$ cat src/rtl/ccip_mmio_csr_bridge.sv
// CCI-P MMIO front end: queues c0 MMIO requests, serves them one at a time on a CSR req/ack bus,
// and returns read data (or an all-ones timeout response) on c2. Includes the minimal CCI-P types it needs.

package ccip_if_pkg;
    typedef logic [15:0] t_ccip_mmioAddr;
    typedef logic [8:0]  t_ccip_tid;

    typedef struct packed {
        t_ccip_mmioAddr address;
        logic [1:0]     length;
        logic           rsvd;
        t_ccip_tid      tid;
    } t_ccip_c0_ReqMmioHdr;

    typedef struct packed {
        logic [27:0]  hdr;
        logic [511:0] data;
        logic         rspValid;
        logic         mmioRdValid;
        logic         mmioWrValid;
    } t_if_ccip_c0_Rx;

    typedef struct packed {
        logic           c0TxAlmFull;
        logic           c1TxAlmFull;
        t_if_ccip_c0_Rx c0;
    } t_if_ccip_Rx;

    typedef struct packed {
        t_ccip_tid tid;
    } t_ccip_c2_RspMmioHdr;

    typedef struct packed {
        t_ccip_c2_RspMmioHdr hdr;
        logic                mmioRdValid;
        logic [63:0]         data;
    } t_if_ccip_c2_Tx;
endpackage

module ccip_mmio_csr_bridge
    import ccip_if_pkg::*;
#(
    parameter int REQ_DEPTH   = 8,
    parameter int RSP_TIMEOUT = 512
) (
    input  logic           clk,
    input  logic           rst,
    input  t_if_ccip_Rx    cp2af_sRxPort,
    output t_if_ccip_c2_Tx af2cp_sTxC2,
    output logic           csr_req_valid,
    input  logic           csr_req_ready,
    output logic           csr_req_write,
    output logic [15:0]    csr_req_addr,
    output logic [1:0]     csr_req_len,
    output logic [63:0]    csr_req_wdata,
    input  logic           csr_rsp_valid,
    input  logic [63:0]    csr_rsp_rdata,
    output logic           overflow_err,
    output logic           timeout_err,
    output logic           proto_err
);
    localparam int AW = $clog2(REQ_DEPTH);
    localparam int CW = $clog2(RSP_TIMEOUT);

    typedef struct packed {
        logic        write;
        logic [15:0] addr;
        logic [1:0]  len;
        logic [8:0]  tid;
        logic [63:0] data;
    } reqEntry_t;

    typedef enum logic {IDLE, RD_WAIT} state_t;

    state_t              state, nextState;
    t_ccip_c0_ReqMmioHdr mmioHdr;
    reqEntry_t           fifoMem [REQ_DEPTH];
    reqEntry_t           newEntry, head;
    logic [AW:0]         wrPtr, rdPtr;
    logic                wrValid, rdValid, reqOne, empty, full, doPush, doPop, reqValid;
    logic                loadRsp, loadTimeout;
    logic [CW-1:0]       timeoutCnt;
    logic [8:0]          latchedTid, rspTid;
    logic [1:0]          latchedLen, rspLen;
    t_if_ccip_c2_Tx      c2Reg;
    logic                unusedRx;

    assign mmioHdr  = t_ccip_c0_ReqMmioHdr'(cp2af_sRxPort.c0.hdr);
    assign wrValid  = cp2af_sRxPort.c0.mmioWrValid;
    assign rdValid  = cp2af_sRxPort.c0.mmioRdValid;
    assign reqOne   = wrValid ^ rdValid;
    assign newEntry = '{write: wrValid, addr: mmioHdr.address, len: mmioHdr.length,
                        tid: mmioHdr.tid, data: cp2af_sRxPort.c0.data[63:0]};
    assign unusedRx = ^{cp2af_sRxPort.c0TxAlmFull, cp2af_sRxPort.c1TxAlmFull,
                        cp2af_sRxPort.c0.rspValid, cp2af_sRxPort.c0.data[511:64], mmioHdr.rsvd};

    // FWFT FIFO: extra pointer bit distinguishes full from empty; a pop frees room for a same-cycle push
    assign empty  = (wrPtr == rdPtr);
    assign full   = (wrPtr[AW] != rdPtr[AW]) && (wrPtr[AW-1:0] == rdPtr[AW-1:0]);
    assign doPush = reqOne && (!full || doPop);
    assign head   = fifoMem[rdPtr[AW-1:0]];

    always_ff @(posedge clk) begin
        if (doPush) begin
            fifoMem[wrPtr[AW-1:0]] <= newEntry;
        end
    end

    always_ff @(posedge clk) begin
        if (rst) begin
            wrPtr <= '0;
            rdPtr <= '0;
            state <= IDLE;
        end else begin
            if (doPush) wrPtr <= wrPtr + (AW+1)'(1);
            if (doPop)  rdPtr <= rdPtr + (AW+1)'(1);
            state <= nextState;
        end
    end

    // A response arriving in the read handshake cycle is taken immediately, skipping RD_WAIT
    always_comb begin
        nextState   = state;
        reqValid    = 1'b0;
        doPop       = 1'b0;
        loadRsp     = 1'b0;
        loadTimeout = 1'b0;
        case (state)
            IDLE: begin
                reqValid = !empty;
                if (reqValid && csr_req_ready) begin
                    doPop = 1'b1;
                    if (!head.write) begin
                        if (csr_rsp_valid) loadRsp = 1'b1;
                        else               nextState = RD_WAIT;
                    end
                end
            end
            RD_WAIT: begin
                if (csr_rsp_valid) begin
                    loadRsp   = 1'b1;
                    nextState = IDLE;
                end else if (timeoutCnt == CW'(RSP_TIMEOUT - 1)) begin
                    loadTimeout = 1'b1;
                    nextState   = IDLE;
                end
            end
            default: nextState = IDLE;
        endcase
    end

    assign rspTid = (state == IDLE) ? head.tid : latchedTid;
    assign rspLen = (state == IDLE) ? head.len : latchedLen;

    always_ff @(posedge clk) begin
        if (rst) begin
            c2Reg        <= '0;
            latchedTid   <= '0;
            latchedLen   <= '0;
            timeoutCnt   <= '0;
            overflow_err <= 1'b0;
            timeout_err  <= 1'b0;
            proto_err    <= 1'b0;
        end else begin
            c2Reg.mmioRdValid <= loadRsp | loadTimeout;
            if (loadRsp || loadTimeout) begin
                c2Reg.hdr.tid <= rspTid;
                if (loadTimeout)        c2Reg.data <= '1;
                else if (rspLen == 2'd0) c2Reg.data <= {32'h0, csr_rsp_rdata[31:0]};
                else                    c2Reg.data <= csr_rsp_rdata;
            end
            if (doPop && !head.write) begin
                latchedTid <= head.tid;
                latchedLen <= head.len;
                timeoutCnt <= '0;
            end else if (state == RD_WAIT && timeoutCnt != '1) begin
                timeoutCnt <= timeoutCnt + CW'(1);
            end
            if (reqOne && full && !doPop) overflow_err <= 1'b1;
            if (loadTimeout)              timeout_err  <= 1'b1;
            if (wrValid && rdValid)       proto_err    <= 1'b1;
        end
    end

    assign af2cp_sTxC2   = c2Reg;
    assign csr_req_valid = reqValid;
    assign csr_req_write = reqValid & head.write;
    assign csr_req_addr  = reqValid ? head.addr : '0;
    assign csr_req_len   = reqValid ? head.len  : '0;
    assign csr_req_wdata = reqValid ? head.data : '0;

endmodule

$ cat config.mk
export PLATFORM = sky130hd
export DESIGN_NAME = ccip_mmio_csr_bridge
export DESIGN_NICKNAME = d
export VERILOG_FILES = /design/src/rtl/ccip_mmio_csr_bridge.sv
export SDC_FILE = /design/constraint.sdc
export NUM_CORES = 1
export LEC_CHECK = 0
export CAP_MARGIN = 30
export CORE_AREA = 2 2 305 307
export DETAILED_ROUTE_END_ITERATION = 8
export DIE_AREA = 0 0 307 309
export GPL_TIMING_DRIVEN = 0
export PLACE_DENSITY_LB_ADDON = 0.08
export SYNTH_ARGS = -nofsm -noshare
export SYNTH_HDL_FRONTEND = slang
export SYNTH_SLANG_ARGS = --single-unit
$ cat constraint.sdc
create_clock -name clk -period 22.8 [get_ports clk]
set_input_delay 2.28 -clock clk [delete_from_list [all_inputs] [get_ports clk]]
set_output_delay 2.28 -clock clk [all_outputs]
set_load 0.03 [all_outputs]
=== Word-level counts from Yosys, hierarchy flattened ===
Memories as Yosys holds them, arrays and structs flattened. A register that Yosys moved wholly into a read port is not among the register bits.
Index checks and enable logic that the tools add are counted.

* Flip-flop bits (word level): 106
* Latch bits: 0
* Memory bits (writable): 736
* Memory bits (read-only): 0
* Input bits: 613
* Output and inout port bits: 161
* Logic and storage cells: 68
* Memories: 1

{| class="wikitable"
|+ Memory list
! name !! words !! bits a word !! rd ports !! clocked after Yosys merged registers in !! wr ports !! RTL line !! text
|-
| fifoMem || 8 || 92 || 1 || 1 || 1 || 77 || <nowiki>reqEntry_t fifoMem [REQ_DEPTH];</nowiki>
|}

* Add/subtract/negate cells: 3
* Multiply operators: 0
* Divide/modulo/power cells: 0
* Magnitude comparators: 0
* Equal/unequal tests: 5
* Shift-type cells: 0
* Mux-type cells: 27
* Bitwise gates (word level): 4
* Reductions and logical operators: 16

{| class="wikitable"
|+ Operators with widths
! cell !! count
|-
| 2-to-1 mux 64 bit || 3
|-
| 2-to-1 mux 1 bit || 16
|-
| 2-to-1 mux 16 bit || 1
|-
| adder 9 x 1 -> 9 bit, second input constant || 1
|-
| == test 9 bit, second input constant || 1
|-
| 2-to-1 mux 9 bit || 1
|-
| != test 9 bit, second input constant || 1
|-
| adder 4 x 1 -> 4 bit, second input constant || 2
|-
| logical AND 1 bit || 8
|-
| 2-to-1 mux 3 bit || 2
|-
| == test 4 bit || 1
|-
| zero test 1 bit || 4
|-
| 2-to-1 mux 2 bit || 2
|-
| one-hot mux 1 bit (2 select lines) || 2
|-
| == test 3 bit || 1
|-
| zero test 2 bit || 1
|-
| logical OR 1 bit || 2
|-
| OR reduction 2 bit || 1
|-
| AND 1 bit || 1
|-
| != test 1 bit || 1
|-
| inverter 1 bit || 1
|-
| bitwise OR 1 bit || 1
|-
| bitwise XOR 1 bit || 1
|}

=== Depth between registers and ports, before layout ===
* Depth in word-level cells: 9
* Depth in mapped cells: 10
* Depth with buffers taken out: 9

=== Worst setup path after synthesis ===
OpenSTA, ideal clock, no wires.

* Kind: input -> register
* From: input port csr_req_ready
* To: memory fifoMem[0][0] (netlist bit) (enable)
* Setup time: 0.769 ns
* Arrival: 11.565 ns
* Required time: 22.031 ns
* Slack: 10.466 ns
* Stages on the path: 4
* Path buffers: 1
* Cells stage by stage: clkbuf_1 > a21o_1 > o21ai_1 > nor4_1

* Word-level cells in the longest chain between the ends: 7

{| class="wikitable"
|+ RTL lines
! item !! RTL line !! text
|-
| start, declared || 51 || <nowiki>input logic csr_req_ready,</nowiki>
|-
| logical AND 1 bit || 131 || <nowiki>if (reqValid && csr_req_ready) begin</nowiki>
|-
| 2-to-1 mux 1 bit || 131 ||
|-
| 2-to-1 mux 1 bit || 128 || <nowiki>case (state)</nowiki>
|-
| logical OR 1 bit || 100 || <nowiki>assign doPush = reqOne && (!full || doPop);</nowiki>
|-
| logical AND 1 bit || 100 ||
|-
| 2-to-1 mux 1 bit || 104 || <nowiki>if (doPush) begin</nowiki>
|-
| 2-to-1 mux 1 bit (not written as such) || 105 || <nowiki>fifoMem[wrPtr[AW-1:0]] <= newEntry;</nowiki>
|-
| end, declared || 77 ||
|}

Every way passes these cells.

==> flow_summary.yaml <==
yosys:
  synth_compound_area_frac: 0.0376
  synth_top_cell_by_area: "edfxtp_1"
  synth_top_area_frac: 0.680
  synth-edff-count: 736
  ys_ff_latch: 845
  synthAdderAreaFrac: 0.00192
  ys_types: 48
  synthMuxAreaShare: 0.162
  synth.cell_area_um2: 32500
  ys_async_sr_fraction: 0
  synth.most_common_cell: "edfxtp_1"
  synthTopCellsByCount: "edfxtp_1, mux4_2, nor2_1"
  ys.flop_type: "edfxtp_1"
  syn_inst: 1644
  synth_top_family_by_area: "multiplexers"
  ys_warn_count: 0
  synth.area.top_cells: "edfxtp_1, mux4_2, dfxtp_1"
  ys_seq_area_frac: 0.747
  synth-simple-area-share: 0.0268
  avgSynthCellArea_um2: 19.8
  synth_nets: 2262
  synth-xor-area-share: 0.00458
sta:
  max_freq_mhz: 156
  hold_viol: 0
  layout_min_cycle_time_ps: 6410
  maxSlewViolCount: 0
  hold-worst-slack_ps: 468
  slew_headroom: 0.378
  setup_viol: 0
  rsz0062_at_grt: "false"
  worst_pin_slew_ps: 933
  finalSetupTns_ps: 0
  clock-skew-final_ps: 16.2
  min_period_over_period: 0.281
layout:
  nets: 2759
  nFillCells: 7980
  synthToLayoutAreaGrowth_pct: 27.2
  drive_gt1_frac: 0.228
  fin_cells: 3425
  final_area_um2: 41400
grt:
  grt_pass1_vias: 18100
  overflow: 0
  grt_start_max_net_pins: 49
  met3_usage: 0.0655
  grt_pass1_wl_mm: 126
  grt_util_all_layers: 0.186
  met1_usage: 0.234
  grt-busiest-layer: "met2"
  met2_usage: 0.297
  antenna_found_initial: 39
job:
  max-cap-violations: 0
power:
  power_density_nw_per_um2: 106
  leakagePower_nw: 13.6
  irDropWorstVdd_uv: 97.9
clock_network:
  hold_buffers: 0
  cts_resized: 0
  cts_buffers: 93
  h-tree-depth: 3
  cts_max_path_buffers: 3
  clkTransAtPathRegs_ps: 60
  clkSinkCount: 845
  clock-root-buffer: "clkbuf_16"
  clock_latency_ps: 660
  cts_setup_buffers: 0
  cts_tree: "done"
placed_design:
  dp.final_hpwl_mm: 62.5
  dp.cells: 3231
  gp_congestion: 0.796
  portBuffers: 319
  placed_cell_area_um2: 38200
worst_setup_path:
  rr_worst_depth: 10
  crit_arrival_ps: 4130
  r2r_end: "fifoMem[0][75]"
  max_stage_delay_ps: 780
  crit_chain: "buf_2 -> clkbuf_1 -> buf_8 -> clkbuf_1 -> mux4_2 -> mux2i_1 -> nor2_1 -> clkdlybuf4s50_1"
  r2r_start: "wrPtr[1]"
  cp_slowest_cell: "clkdlybuf4s50_1"
  required_ps: 20520
  startpoint_type: "flop"
  crit_fanout: 10
  cp_top_family: "buffers and inverters"
  path_buf_inv: 5
  endpoint_kind: "primary output"
  r2r_slack_ps: 19540
  critPathMostFrequentCell: "clkbuf_1"
  worst-path-stages: 8
  critPathKind: "flop to primary output"
run_status:
  status: "completed"
die:
  die_area_um2: 94900
  core_area_um2: 91400
  die_w_um: 307
  io_pins: 774
  start_util: 0.356
  die_h_um: 309
  row_count: 111
worst_hold_path:
  min_delay_path_depth: 2
  hp-class: "flop to flop"
  hold_end: "latchedLen[0]"
  hold_start: "latchedLen[0]"
routing:
  drc: 0
  ant_nets: 0
  wl_per_cell_um: 25.9
  wirelength_mm: 88.8
  drtIter0Drc: 1268
  viasPerCell: 5.04
  firstDrtPassIters: 5
  dr_total_vias: 17300
routing by layer:
layer,wire (um),up-vias
li1,-,7710
met1,36800,8912
met2,42300,448
met3,7250,147
met4,2280,36
met5,235,-
worst max-delay path by stage:
stage                           startpoint  slack, ps                to
final                                 flop      16390  csr_req_wdata[2]
after global routing                  flop      16150  csr_req_wdata[2]
after CTS                             flop      16220  csr_req_wdata[2]
after detailed placement  cp2af_sRxPort[0]      16910    fifoMem[0][29]
after global placement    cp2af_sRxPort[0]      -1100    fifoMem[0][29]
after floorplan              csr_req_ready      10470     fifoMem[0][0]
layout make-up:
class	count	area [um2]	area share
Clock inverter	55	581	0.0140
Multi-Input combinational cell	654	7620	0.184
Antenna cell	20	50.0	0.00121
Tap cell	1186	1480	0.0359
Inverter	39	151	0.00366
Clock buffer	118	2470	0.0598
Timing Repair Buffer	402	4200	0.102
Buffer	106	508	0.0123
Sequential cell	845	24300	0.587
through the flow:
step / util / power, mW / setup WS [ps]
floorplan: - / 2.48 / 10470
global placement: 0.407 / 2.93 / -1100
detailed placement: 0.418 / 2.93 / 16910
CTS: 0.452 / 4.44 / 16220
global route: 0.452 / 4.56 / 16150
finish: 0.453 / 4.37 / 16390
where the power goes:
| part | internal [mW] | leakage [nW] | switching, mW |
|---|---|---|---|
| combinational | 0.461 | 4.50 | 0.636 |
| clock | 0.883 | 1.50 | 0.608 |
| sequential | 1.76 | 7.57 | 0.0234 |
registers in the layout, indices dropped and copies added, names as in the netlist, named ones only:
register / cells
timeoutCnt: 9
rdPtr: 4
wrPtr: 4
proto_err: 1
overflow_err: 1
timeout_err: 1
state: 1
latchedLen: 2
fifoMem: 736
latchedTid: 9
af2cp_sTxC2: 74
layout by cell type (no fill, tap or decap), drive strengths merged, types with 35 or more instances in the layout:
cell type,count
inv,40
clkdlybuf4s50,319
mux4,180
mux2i,106
edfxtp,736
nor2,125
buf,134
clkinv,43
nand2b,35
clkbuf,173
dfxtp,109
cell families (layout without fill, tap and decap cells):
kind of cell    after synthesis  in the layout
flops                       845            845
mux                         300            300
simple gates                197            197
buf+inv                     145            720
compound gates              135            135
xor+xnor                     17             17
fa+ha+maj                     5              5
other cells                   0             20
worst min-delay path, stage by stage, from the launching register on:
cell	delay, ps
dfxtp_1	310
nand2_1	60
a21oi_1	50
No activity file was read; power rests on OpenSTA's default activity.
